$ cat config.mk
export PLATFORM = sky130hd
export DESIGN_NAME = bp_be_fe_cmd_gen_flat
export DESIGN_NICKNAME = d
export VERILOG_FILES = /design/src/rtl/bp_be_fe_cmd_gen_if.sv /design/src/rtl/bp_be_fe_cmd_gen.sv /design/src/flat_wrapper.sv
export SDC_FILE = /design/constraint.sdc
export NUM_CORES = 1
export LEC_CHECK = 0
export BUFFER_PORTS_ARGS = -buffer_cell sky130_fd_sc_hd__buf_4
export CAP_MARGIN = 20
export CORE_MARGIN = 3
export CORE_UTILIZATION = 25
export CTS_CLUSTER_SIZE = 30
export DETAILED_ROUTE_END_ITERATION = 10
export GPL_TIMING_DRIVEN = 1
export SLEW_MARGIN = 20
export SYNTH_ARGS = -nofsm -noshare
export SYNTH_HDL_FRONTEND = slang
export SYNTH_SLANG_ARGS = --single-unit
$ cat constraint.sdc
create_clock -name clk_i -period 5 [get_ports clk_i]
set_input_delay 0.75 -clock clk_i [delete_from_list [all_inputs] [get_ports clk_i]]
set_output_delay 0.75 -clock clk_i [all_outputs]
set_load 0.02 [all_outputs]
$ cat src/rtl/bp_be_fe_cmd_gen_if.sv
// ---------------------------------------------------------------------------
// bp_be_fe_cmd_gen_if
// Bundle of every non-clock signal between the backend command generator and
// its environment (backend resolve/trap sources on one side, the frontend PC
// generator redirect/attaboy inputs on the other).
//
//   resolve_*      resolved committed control-flow instruction
//   trap_*         trap / xRET / fence redirect request
//   resume_i       backend wrong-path squash complete
//   redirect_*     single-cycle registered redirect to the frontend
//   attaboy_*      head of the buffered correct-prediction training queue
//   attaboy_yumi_i frontend consumed the queue head
//   drop_cnt_o     saturating count of attaboys dropped on a full queue
//
// modport master : the command generator itself
// modport slave  : the surrounding backend/frontend (or a testbench)
// ---------------------------------------------------------------------------
interface bp_be_fe_cmd_gen_if #(
    parameter int vaddr_width_p               = 39,
    parameter int branch_metadata_fwd_width_p = 64
);
    logic                                   resolve_v_i;
    logic [vaddr_width_p-1:0]               resolve_pc_i;
    logic [vaddr_width_p-1:0]               resolve_tgt_i;
    logic [vaddr_width_p-1:0]               resolve_npc_i;
    logic [vaddr_width_p-1:0]               resolve_pred_npc_i;
    logic                                   resolve_br_i;
    logic                                   resolve_jal_i;
    logic                                   resolve_jalr_i;
    logic                                   resolve_taken_i;
    logic [branch_metadata_fwd_width_p-1:0] resolve_metadata_i;
    logic                                   trap_v_i;
    logic [vaddr_width_p-1:0]               trap_npc_i;
    logic                                   resume_i;

    logic                                   redirect_v_o;
    logic                                   redirect_br_v_o;
    logic                                   redirect_br_taken_o;
    logic                                   redirect_br_ntaken_o;
    logic                                   redirect_br_nonbr_o;
    logic [vaddr_width_p-1:0]               redirect_pc_o;
    logic [vaddr_width_p-1:0]               redirect_npc_o;
    logic [branch_metadata_fwd_width_p-1:0] redirect_br_metadata_fwd_o;

    logic                                   attaboy_v_o;
    logic                                   attaboy_force_o;
    logic                                   attaboy_taken_o;
    logic                                   attaboy_ntaken_o;
    logic [vaddr_width_p-1:0]               attaboy_pc_o;
    logic [branch_metadata_fwd_width_p-1:0] attaboy_br_metadata_fwd_o;
    logic                                   attaboy_yumi_i;
    logic [7:0]                             drop_cnt_o;

    modport master (
        input  resolve_v_i, resolve_pc_i, resolve_tgt_i, resolve_npc_i,
               resolve_pred_npc_i, resolve_br_i, resolve_jal_i, resolve_jalr_i,
               resolve_taken_i, resolve_metadata_i, trap_v_i, trap_npc_i,
               resume_i, attaboy_yumi_i,
        output redirect_v_o, redirect_br_v_o, redirect_br_taken_o,
               redirect_br_ntaken_o, redirect_br_nonbr_o, redirect_pc_o,
               redirect_npc_o, redirect_br_metadata_fwd_o,
               attaboy_v_o, attaboy_force_o, attaboy_taken_o, attaboy_ntaken_o,
               attaboy_pc_o, attaboy_br_metadata_fwd_o, drop_cnt_o
    );

    modport slave (
        output resolve_v_i, resolve_pc_i, resolve_tgt_i, resolve_npc_i,
               resolve_pred_npc_i, resolve_br_i, resolve_jal_i, resolve_jalr_i,
               resolve_taken_i, resolve_metadata_i, trap_v_i, trap_npc_i,
               resume_i, attaboy_yumi_i,
        input  redirect_v_o, redirect_br_v_o, redirect_br_taken_o,
               redirect_br_ntaken_o, redirect_br_nonbr_o, redirect_pc_o,
               redirect_npc_o, redirect_br_metadata_fwd_o,
               attaboy_v_o, attaboy_force_o, attaboy_taken_o, attaboy_ntaken_o,
               attaboy_pc_o, attaboy_br_metadata_fwd_o, drop_cnt_o
    );
endinterface

$ cat src/rtl/bp_be_fe_cmd_gen.sv
// ---------------------------------------------------------------------------
// bp_be_fe_cmd_gen
// Backend-side generator of frontend redirect and branch-training (attaboy)
// commands. Each accepted resolve is compared with the frontend's predicted
// next PC: a mismatch issues a one-cycle registered redirect and parks the
// block in e_drain until the backend signals resume_i; a correct control-flow
// prediction is pushed into a small attaboy FIFO whose head is presented to
// the frontend. Traps always redirect and win over a same-cycle resolve.
//
// Ports:
//   clk_i      clock
//   reset_n_i  asynchronous active-low reset
//   bus        bp_be_fe_cmd_gen_if.master (resolve/trap/resume in,
//              redirect/attaboy/drop_cnt out, attaboy_yumi_i in)
// ---------------------------------------------------------------------------
module bp_be_fe_cmd_gen #(
    parameter int vaddr_width_p               = 39,
    parameter int branch_metadata_fwd_width_p = 64,
    parameter int attaboy_els_p               = 4
) (
    input  logic               clk_i,
    input  logic               reset_n_i,
    bp_be_fe_cmd_gen_if.master bus
);
    localparam int ptr_w_lp = $clog2(attaboy_els_p);
    localparam int cnt_w_lp = ptr_w_lp + 1;
    localparam int md_w_lp  = branch_metadata_fwd_width_p;

    localparam logic [cnt_w_lp-1:0] cnt_full_lp = cnt_w_lp'(attaboy_els_p);
    localparam logic [cnt_w_lp-1:0] cnt_one_lp  = cnt_w_lp'(1);
    localparam logic [ptr_w_lp-1:0] ptr_one_lp  = ptr_w_lp'(1);

    typedef enum logic [0:0] {
        e_run   = 1'b0,
        e_drain = 1'b1
    } state_e;

    state_e r_state;
    state_e w_state_nxt;

    logic w_cf;
    logic w_miss;
    logic w_taken;
    logic w_accept;
    logic w_miss_redirect;
    logic w_redirect;
    logic w_enq;
    logic w_deq;
    logic w_full;
    logic w_push;
    logic w_drop;
    logic w_av;

    logic                     w_rd_v, w_rd_br_v, w_rd_taken, w_rd_ntaken, w_rd_nonbr;
    logic [vaddr_width_p-1:0] w_rd_pc, w_rd_npc;
    logic [md_w_lp-1:0]       w_rd_md;

    logic                     r_rd_v, r_rd_br_v, r_rd_taken, r_rd_ntaken, r_rd_nonbr;
    logic [vaddr_width_p-1:0] r_rd_pc, r_rd_npc;
    logic [md_w_lp-1:0]       r_rd_md;

    logic [vaddr_width_p-1:0] r_q_pc     [attaboy_els_p];
    logic [md_w_lp-1:0]       r_q_md     [attaboy_els_p];
    logic                     r_q_taken  [attaboy_els_p];
    logic                     r_q_ntaken [attaboy_els_p];
    logic [ptr_w_lp-1:0]      r_rd_ptr;
    logic [ptr_w_lp-1:0]      r_wr_ptr;
    logic [cnt_w_lp-1:0]      r_count;
    logic [7:0]               r_drop_cnt;

    // Resolve classification and queue handshake decode.
    always_comb begin
        w_cf            = bus.resolve_br_i | bus.resolve_jal_i | bus.resolve_jalr_i;
        w_miss          = (bus.resolve_npc_i != bus.resolve_pred_npc_i);
        w_taken         = bus.resolve_taken_i | bus.resolve_jal_i | bus.resolve_jalr_i;
        // A trap in the same cycle discards the resolve entirely.
        w_accept        = bus.resolve_v_i & ~bus.trap_v_i & (r_state == e_run);
        w_miss_redirect = w_accept & w_miss;
        w_redirect      = bus.trap_v_i | w_miss_redirect;
        // Enqueue and redirect are mutually exclusive by construction.
        w_enq           = w_accept & ~w_miss & w_cf;
        w_av            = (r_count != {cnt_w_lp{1'b0}});
        w_deq           = bus.attaboy_yumi_i & w_av;
        w_full          = (r_count == cnt_full_lp);
        // A full queue still accepts when the head leaves in the same cycle.
        w_push          = w_enq & (~w_full | w_deq);
        w_drop          = w_enq & w_full & ~w_deq;
    end

    // FSM state register.
    always_ff @(posedge clk_i or negedge reset_n_i) begin
        if (!reset_n_i) begin
            r_state <= e_run;
        end else begin
            r_state <= w_state_nxt;
        end
    end

    // FSM next-state: a trap during drain keeps draining even with resume_i.
    always_comb begin
        w_state_nxt = r_state;
        case (r_state)
            e_run: begin
                if (w_redirect) w_state_nxt = e_drain;
                else            w_state_nxt = e_run;
            end
            e_drain: begin
                if (bus.trap_v_i)      w_state_nxt = e_drain;
                else if (bus.resume_i) w_state_nxt = e_run;
                else                   w_state_nxt = e_drain;
            end
            default: w_state_nxt = e_run;
        endcase
    end

    // FSM output: next-cycle redirect command.
    always_comb begin
        w_rd_v      = 1'b0;
        w_rd_br_v   = 1'b0;
        w_rd_taken  = 1'b0;
        w_rd_ntaken = 1'b0;
        w_rd_nonbr  = 1'b0;
        w_rd_pc     = {vaddr_width_p{1'b0}};
        w_rd_npc    = {vaddr_width_p{1'b0}};
        w_rd_md     = {md_w_lp{1'b0}};
        if (bus.trap_v_i) begin
            w_rd_v   = 1'b1;
            w_rd_pc  = bus.trap_npc_i;
            w_rd_npc = bus.trap_npc_i;
        end else if (w_miss_redirect) begin
            w_rd_v      = 1'b1;
            w_rd_br_v   = 1'b1;
            w_rd_taken  = w_taken;
            w_rd_ntaken = bus.resolve_br_i & ~w_taken;
            w_rd_nonbr  = ~w_cf;
            w_rd_pc     = bus.resolve_tgt_i;
            w_rd_npc    = bus.resolve_npc_i;
            w_rd_md     = bus.resolve_metadata_i;
        end else begin
            w_rd_v = 1'b0;
        end
    end

    // Redirect output registers; asserted for exactly one cycle per request.
    always_ff @(posedge clk_i or negedge reset_n_i) begin
        if (!reset_n_i) begin
            r_rd_v      <= 1'b0;
            r_rd_br_v   <= 1'b0;
            r_rd_taken  <= 1'b0;
            r_rd_ntaken <= 1'b0;
            r_rd_nonbr  <= 1'b0;
            r_rd_pc     <= {vaddr_width_p{1'b0}};
            r_rd_npc    <= {vaddr_width_p{1'b0}};
            r_rd_md     <= {md_w_lp{1'b0}};
        end else begin
            r_rd_v      <= w_rd_v;
            r_rd_br_v   <= w_rd_br_v;
            r_rd_taken  <= w_rd_taken;
            r_rd_ntaken <= w_rd_ntaken;
            r_rd_nonbr  <= w_rd_nonbr;
            r_rd_pc     <= w_rd_pc;
            r_rd_npc    <= w_rd_npc;
            r_rd_md     <= w_rd_md;
        end
    end

    // Attaboy storage; contents are masked at the outputs while empty.
    always_ff @(posedge clk_i) begin
        if (w_push) begin
            r_q_pc[r_wr_ptr]     <= bus.resolve_tgt_i;
            r_q_md[r_wr_ptr]     <= bus.resolve_metadata_i;
            r_q_taken[r_wr_ptr]  <= w_taken;
            r_q_ntaken[r_wr_ptr] <= bus.resolve_br_i & ~w_taken;
        end
    end

    // Attaboy pointers and occupancy; a redirect flushes the queue.
    always_ff @(posedge clk_i or negedge reset_n_i) begin
        if (!reset_n_i) begin
            r_rd_ptr <= {ptr_w_lp{1'b0}};
            r_wr_ptr <= {ptr_w_lp{1'b0}};
            r_count  <= {cnt_w_lp{1'b0}};
        end else if (w_redirect) begin
            r_rd_ptr <= {ptr_w_lp{1'b0}};
            r_wr_ptr <= {ptr_w_lp{1'b0}};
            r_count  <= {cnt_w_lp{1'b0}};
        end else begin
            if (w_deq)  r_rd_ptr <= r_rd_ptr + ptr_one_lp;
            if (w_push) r_wr_ptr <= r_wr_ptr + ptr_one_lp;
            case ({w_push, w_deq})
                2'b10:   r_count <= r_count + cnt_one_lp;
                2'b01:   r_count <= r_count - cnt_one_lp;
                default: r_count <= r_count;
            endcase
        end
    end

    // Saturating drop counter; survives redirects, cleared only by reset.
    always_ff @(posedge clk_i or negedge reset_n_i) begin
        if (!reset_n_i) begin
            r_drop_cnt <= 8'h00;
        end else if (w_drop && (r_drop_cnt != 8'hFF)) begin
            r_drop_cnt <= r_drop_cnt + 8'h01;
        end
    end

    // Attaboy head presentation, zeroed while the queue is empty.
    always_comb begin
        bus.attaboy_v_o     = w_av;
        bus.attaboy_force_o = w_full;
        if (w_av) begin
            bus.attaboy_pc_o              = r_q_pc[r_rd_ptr];
            bus.attaboy_br_metadata_fwd_o = r_q_md[r_rd_ptr];
            bus.attaboy_taken_o           = r_q_taken[r_rd_ptr];
            bus.attaboy_ntaken_o          = r_q_ntaken[r_rd_ptr];
        end else begin
            bus.attaboy_pc_o              = {vaddr_width_p{1'b0}};
            bus.attaboy_br_metadata_fwd_o = {md_w_lp{1'b0}};
            bus.attaboy_taken_o           = 1'b0;
            bus.attaboy_ntaken_o          = 1'b0;
        end
    end

    assign bus.redirect_v_o               = r_rd_v;
    assign bus.redirect_br_v_o            = r_rd_br_v;
    assign bus.redirect_br_taken_o        = r_rd_taken;
    assign bus.redirect_br_ntaken_o       = r_rd_ntaken;
    assign bus.redirect_br_nonbr_o        = r_rd_nonbr;
    assign bus.redirect_pc_o              = r_rd_pc;
    assign bus.redirect_npc_o             = r_rd_npc;
    assign bus.redirect_br_metadata_fwd_o = r_rd_md;
    assign bus.drop_cnt_o                 = r_drop_cnt;

    bp_be_fe_cmd_gen_chk #(
        .vaddr_width_p(vaddr_width_p)
    ) u_chk (
        .clk_i          (clk_i),
        .reset_n_i      (reset_n_i),
        .resolve_v_i    (bus.resolve_v_i),
        .resolve_pc_i   (bus.resolve_pc_i),
        .attaboy_yumi_i (bus.attaboy_yumi_i),
        .attaboy_v_i    (w_av)
    );
endmodule

// ---------------------------------------------------------------------------
// bp_be_fe_cmd_gen_chk
// Protocol checks on the command generator's environment.
//   attaboy_yumi_i may only be raised while a head entry is presented.
//   A valid resolve must carry a known PC.
// ---------------------------------------------------------------------------
module bp_be_fe_cmd_gen_chk #(
    parameter int vaddr_width_p = 39
) (
    input logic                     clk_i,
    input logic                     reset_n_i,
    input logic                     resolve_v_i,
    input logic [vaddr_width_p-1:0] resolve_pc_i,
    input logic                     attaboy_yumi_i,
    input logic                     attaboy_v_i
);
    a_yumi_needs_valid: assert property (
        @(posedge clk_i) disable iff (!reset_n_i) attaboy_yumi_i |-> attaboy_v_i
    );

    a_resolve_pc_known: assert property (
        @(posedge clk_i) disable iff (!reset_n_i) resolve_v_i |-> !$isunknown(resolve_pc_i)
    );
endmodule

$ cat src/flat_wrapper.sv
// flat-port wrapper written by rule: the top's interface ports become plain ports
module bp_be_fe_cmd_gen_flat 
#(
    parameter int vaddr_width_p               = 39,
    parameter int branch_metadata_fwd_width_p = 64,
    parameter int attaboy_els_p               = 4
)
  (clk_i, reset_n_i, bus_resolve_v_i, bus_resolve_pc_i, bus_resolve_tgt_i, bus_resolve_npc_i, bus_resolve_pred_npc_i, bus_resolve_br_i, bus_resolve_jal_i, bus_resolve_jalr_i, bus_resolve_taken_i, bus_resolve_metadata_i, bus_trap_v_i, bus_trap_npc_i, bus_resume_i, bus_attaboy_yumi_i, bus_redirect_v_o, bus_redirect_br_v_o, bus_redirect_br_taken_o, bus_redirect_br_ntaken_o, bus_redirect_br_nonbr_o, bus_redirect_pc_o, bus_redirect_npc_o, bus_redirect_br_metadata_fwd_o, bus_attaboy_v_o, bus_attaboy_force_o, bus_attaboy_taken_o, bus_attaboy_ntaken_o, bus_attaboy_pc_o, bus_attaboy_br_metadata_fwd_o, bus_drop_cnt_o);
  bp_be_fe_cmd_gen_if #(.vaddr_width_p(vaddr_width_p), .branch_metadata_fwd_width_p(branch_metadata_fwd_width_p)) bus_i ();
  input  logic clk_i;
  input  logic reset_n_i;
  input wire logic [$bits(bus_i.resolve_v_i)-1:0] bus_resolve_v_i;
  input wire logic [$bits(bus_i.resolve_pc_i)-1:0] bus_resolve_pc_i;
  input wire logic [$bits(bus_i.resolve_tgt_i)-1:0] bus_resolve_tgt_i;
  input wire logic [$bits(bus_i.resolve_npc_i)-1:0] bus_resolve_npc_i;
  input wire logic [$bits(bus_i.resolve_pred_npc_i)-1:0] bus_resolve_pred_npc_i;
  input wire logic [$bits(bus_i.resolve_br_i)-1:0] bus_resolve_br_i;
  input wire logic [$bits(bus_i.resolve_jal_i)-1:0] bus_resolve_jal_i;
  input wire logic [$bits(bus_i.resolve_jalr_i)-1:0] bus_resolve_jalr_i;
  input wire logic [$bits(bus_i.resolve_taken_i)-1:0] bus_resolve_taken_i;
  input wire logic [$bits(bus_i.resolve_metadata_i)-1:0] bus_resolve_metadata_i;
  input wire logic [$bits(bus_i.trap_v_i)-1:0] bus_trap_v_i;
  input wire logic [$bits(bus_i.trap_npc_i)-1:0] bus_trap_npc_i;
  input wire logic [$bits(bus_i.resume_i)-1:0] bus_resume_i;
  input wire logic [$bits(bus_i.attaboy_yumi_i)-1:0] bus_attaboy_yumi_i;
  output wire logic [$bits(bus_i.redirect_v_o)-1:0] bus_redirect_v_o;
  output wire logic [$bits(bus_i.redirect_br_v_o)-1:0] bus_redirect_br_v_o;
  output wire logic [$bits(bus_i.redirect_br_taken_o)-1:0] bus_redirect_br_taken_o;
  output wire logic [$bits(bus_i.redirect_br_ntaken_o)-1:0] bus_redirect_br_ntaken_o;
  output wire logic [$bits(bus_i.redirect_br_nonbr_o)-1:0] bus_redirect_br_nonbr_o;
  output wire logic [$bits(bus_i.redirect_pc_o)-1:0] bus_redirect_pc_o;
  output wire logic [$bits(bus_i.redirect_npc_o)-1:0] bus_redirect_npc_o;
  output wire logic [$bits(bus_i.redirect_br_metadata_fwd_o)-1:0] bus_redirect_br_metadata_fwd_o;
  output wire logic [$bits(bus_i.attaboy_v_o)-1:0] bus_attaboy_v_o;
  output wire logic [$bits(bus_i.attaboy_force_o)-1:0] bus_attaboy_force_o;
  output wire logic [$bits(bus_i.attaboy_taken_o)-1:0] bus_attaboy_taken_o;
  output wire logic [$bits(bus_i.attaboy_ntaken_o)-1:0] bus_attaboy_ntaken_o;
  output wire logic [$bits(bus_i.attaboy_pc_o)-1:0] bus_attaboy_pc_o;
  output wire logic [$bits(bus_i.attaboy_br_metadata_fwd_o)-1:0] bus_attaboy_br_metadata_fwd_o;
  output wire logic [$bits(bus_i.drop_cnt_o)-1:0] bus_drop_cnt_o;
  assign bus_i.resolve_v_i = bus_resolve_v_i;
  assign bus_i.resolve_pc_i = bus_resolve_pc_i;
  assign bus_i.resolve_tgt_i = bus_resolve_tgt_i;
  assign bus_i.resolve_npc_i = bus_resolve_npc_i;
  assign bus_i.resolve_pred_npc_i = bus_resolve_pred_npc_i;
  assign bus_i.resolve_br_i = bus_resolve_br_i;
  assign bus_i.resolve_jal_i = bus_resolve_jal_i;
  assign bus_i.resolve_jalr_i = bus_resolve_jalr_i;
  assign bus_i.resolve_taken_i = bus_resolve_taken_i;
  assign bus_i.resolve_metadata_i = bus_resolve_metadata_i;
  assign bus_i.trap_v_i = bus_trap_v_i;
  assign bus_i.trap_npc_i = bus_trap_npc_i;
  assign bus_i.resume_i = bus_resume_i;
  assign bus_i.attaboy_yumi_i = bus_attaboy_yumi_i;
  assign bus_redirect_v_o = bus_i.redirect_v_o;
  assign bus_redirect_br_v_o = bus_i.redirect_br_v_o;
  assign bus_redirect_br_taken_o = bus_i.redirect_br_taken_o;
  assign bus_redirect_br_ntaken_o = bus_i.redirect_br_ntaken_o;
  assign bus_redirect_br_nonbr_o = bus_i.redirect_br_nonbr_o;
  assign bus_redirect_pc_o = bus_i.redirect_pc_o;
  assign bus_redirect_npc_o = bus_i.redirect_npc_o;
  assign bus_redirect_br_metadata_fwd_o = bus_i.redirect_br_metadata_fwd_o;
  assign bus_attaboy_v_o = bus_i.attaboy_v_o;
  assign bus_attaboy_force_o = bus_i.attaboy_force_o;
  assign bus_attaboy_taken_o = bus_i.attaboy_taken_o;
  assign bus_attaboy_ntaken_o = bus_i.attaboy_ntaken_o;
  assign bus_attaboy_pc_o = bus_i.attaboy_pc_o;
  assign bus_attaboy_br_metadata_fwd_o = bus_i.attaboy_br_metadata_fwd_o;
  assign bus_drop_cnt_o = bus_i.drop_cnt_o;
  bp_be_fe_cmd_gen #(.vaddr_width_p(vaddr_width_p), .branch_metadata_fwd_width_p(branch_metadata_fwd_width_p), .attaboy_els_p(attaboy_els_p)) u_core (.clk_i(clk_i), .reset_n_i(reset_n_i), .bus(bus_i));
endmodule
==> summary.md <==
| Metric | Value |
|---|---|
| Status | `finished clean` |
| Global-route wire length before repair | `89.75 mm` |
| Clk pin slew, worst setup/hold paths | `0.06 ns` |
| Most common cell after layout, fill and taps aside | `buf_4` |
| RSZ-0062 raised after global routing | `false` |
| Post-CTS Setup Bufs | `0` |
| Worst Setup End Kind | `output pin` |
| Skew final | `0.01502 ns` |
| Worst r2r dst | `u_core.r_q_md[1][45]$_DFFE_PP_` |
| Post-synth top area cell | `edfxtp_1` |
| Worst Reg-to-Reg Cells | `5` |
| Sequential element share of the synthesized area | `0.7522` |
| CTS Buf Count | `66` |
| Routed WL | `60.74 mm` |
| DR vias/cell | `4.355` |
| PwrDens | `356.8 nW/um2` |
| Clock sinks | `583` |
| Total negative slack | `0 ns` |
| FF+latch count, synth | `583` |
| Nets | `1958` |
| NetSw | `2253 uW` |
| Period utilisation layout | `0.7112` |
| Overflow after GRT | `0` |
| Post-DP HPWL | `41.31 mm` |
| Final setup vio count | `0` |
| Maximum number of pins on one net before global-route repair | `146` |
| I/O Buffers | `491` |
| Maximum vdd drop | `0.2316 mV` |
| Hold crit path type | `in -> async` |
| CP Launch Type | `register` |
| Most frequent cells in the layout | `510 x buf_4, 420 x edfxtp_1, 172 x and2_1, 161 x dfrtp_1, 105 x mux4_2` |
| Flop pwr share | `0.497` |
| Rows | `108` |
| R2R Setup Slk | `1.95 ns` |
| Area contributors post-synth | `edfxtp_1 57%, dfrtp_1 18%, mux4_2 11%` |
| Antenna violations before repair | `2` |
| Die Span Y | `303.9 um` |
| F_max | `281.2 MHz` |
| Share of the synthesized area in the top cell type | `0.5684` |
| Logic pwr share | `0.053` |
| Initial Util | `0.2538` |
| Routed len/inst | `21.01 um` |
| Core footprint | `87430 um2` |
| Worst EP arrival | `2.81 ns` |
| GPL Wtd Cong | `0.8867` |
| Area Overhead vs Synth | `33.76%` |
| Syn Nets | `1427` |
| Post-route cell area | `29680 um2` |
| Hold Buf Count CTS | `0` |
| Clock Tree Buf Depth | `3` |
| YS warnings | `0` |
| Fin. Hold Viols | `0` |
| Cells after Synth | `1152` |
| Max_cap viols | `0` |
| Worst-margin pin slew | `0.9876 ns` |
| Synthesized area per cell | `19.26 um2` |
| CTS H-tree depth | `3` |
| Worst-skew pair later-pin latency | `0.59 ns` |
| WP data required | `4.25 ns` |
| Initial DRC Count | `751` |
| P_int | `8337 uW` |
| DP Area | `27520 um2` |
| Clock power frac | `0.450` |
| Die extent in x | `303.9 um` |
| Setup CP Type | `reg -> out` |
| Pre-antenna DRT Iters | `5` |
| Vias in the first global route | `13650` |
| Clock root buffer | `clkbuf_16` |
| Final slew viol count | `0` |
| CP Max Fanout | `59` |
| CTS resizes | `0` |
| CTS tree | `yes` |
| Tmin final | `3.556 ns` |
| ANT nets after route | `0` |
| Remaining DRCs | `0` |
| DIE AREA | `92370 um2` |
| Ports | `531` |
| Worst r2r src | `u_core.r_state$_DFF_PN0_` |
| GR Util All Layers | `0.1292` |
| Diode count | `0` |
| Fraction of layout cells with a size suffix above 1 | `0.4268` |
| Leak | `0.01138 uW` |
| Mapped Area | `22190 um2` |
| Unique cell type count in the Yosys netlist | `40` |
| Slew headroom | `0.3416` |
| Switch share | `0.2127` |
| DR vias | `12590` |
==> routing by layer <==
layer / share of wire / up-vias / track usage
li1: - / 5525 / -
met1: 0.41 / 6544 / 0.1604
met2: 0.50 / 428 / 0.2210
met3: 0.064 / 93 / 0.03264
met4: 0.024 / 0 / 0.04093
met5: 0 / - / 0
==> area by class of cell <==
cell class / instances / area (um2)
fillers: 8300 / 57750
flip-flops and latches: 583 / 16700
multi-input cells: 499 / 5240
repair buffers: 524 / 4103
clock buffers: 92 / 1873
well taps: 1155 / 1445
clock inverters: 29 / 287.8
inverters: 9 / 33.78
==> stage by stage <==
| step | utilization | hold WS [ns] | worst slack [ns] | instances | power, uW |
|---|---|---|---|---|---|
| 3_3_place_gp | 0.3148 | 0.4569 | 0.8464 | 2770 | 5913 |
| 4_1_cts | 0.3395 | 0.1936 | 1.283 | 2891 | 10760 |
| 3_5_place_dp | 0.3148 | 0.4747 | 0.8379 | 2770 | 5926 |
| 5_1_grt | 0.3395 | 0.2212 | 1.198 | 2891 | 10990 |
| 2_1_floorplan | - | 0.4410 | 0.1052 | 1152 | 5531 |
| 6_report | 0.3395 | 0.2006 | 1.444 | 2891 | 10590 |
==> cell families (layout without fill, tap and decap cells) <==
logic type	count (synthesis)	in the layout	synth area share
AO/OA/AOI/OAI	87	87	0.03383
AND/OR/NAND/NOR	245	245	0.06845
XOR/XNOR	51	51	0.02013
flip-flops	583	583	0.7522
adder cells (fa/ha/maj)	6	6	0.003721
multiplexers	110	110	0.1089
buffers and inverters	70	654	0.01274
==> flip-flops by register name, summed over array words and instances, names as in the netlist <==
signal,flops
u_core.r_q_pc,156
u_core.bus.redirect_br_v_o,1
u_core.r_q_ntaken,4
u_core.r_rd_ptr,2
u_core.bus.redirect_npc_o,39
u_core.r_count,3
u_core.r_q_md,256
u_core.bus.redirect_br_nonbr_o,1
u_core.bus.redirect_br_taken_o,1
u_core.bus.redirect_br_ntaken_o,1
u_core.r_wr_ptr,2
u_core.bus.redirect_pc_o,39
u_core.bus.redirect_br_metadata_fwd_o,64
u_core.r_state,1
u_core.bus.drop_cnt_o,8
u_core.bus.redirect_v_o,1
u_core.r_q_taken,4
==> cells in the mapped netlist (all sizes together) <==
master   count
a21o         1
a21oi        2
a22o        78
a2bb2oi      1
and2       176
and3         1
buf         20
clkbuf      41
dfrtp      163
edfxtp     420
fa           1
ha           5
inv          9
mux2         2
mux2i        3
mux4       105
nand2       11
nand2b       1
nand3        9
nand4       17
nor2        10
nor3        11
nor3b        1
nor4         2
nor4b        1
o2111a       1
o211ai       1
o21ai        1
o21bai       1
o32a         1
or2          2
or4          3
xnor2       44
xor2         7
==> power groups by stage <==
stage	registers [uW]	logic, uW	clock network [uW]
after detailed placement	5360	568	0
after floorplan	5420	107	0
final	5260	563	4770
after CTS	5260	569	4930
after global placement	5360	556	0
after global routing	5260	601	5130
==> how the worst max path moves through the flow <==
stage	from	endpoint	slack (ns)	cells past startpoint
6_report	u_core.r_count[1]$_DFFE_PN0P_	bus_attaboy_pc_o[4]	1.44	5
5_1_grt	u_core.r_count[1]$_DFFE_PN0P_	bus_attaboy_pc_o[4]	1.20	5
4_1_cts	u_core.r_count[1]$_DFFE_PN0P_	bus_attaboy_pc_o[4]	1.28	5
3_5_place_dp	bus_resolve_pred_npc_i[26]	u_core.r_q_md[1][46]$_DFFE_PP_	0.84	8
3_3_place_gp	bus_resolve_pred_npc_i[26]	u_core.r_q_md[1][46]$_DFFE_PP_	0.85	8
2_1_floorplan	bus_resolve_pred_npc_i[25]	u_core.r_q_md[0][0]$_DFFE_PP_	0.11	6
==> worst max-delay path, stage by stage, from the launching register on <==
cell,delay [ns]
dfrtp_1,0.41
nor2_1,0.13
nand2_4,0.42
buf_4,0.67
and2_1,0.32
buf_4,0.18
No activity file was read; power rests on OpenSTA's default activity.
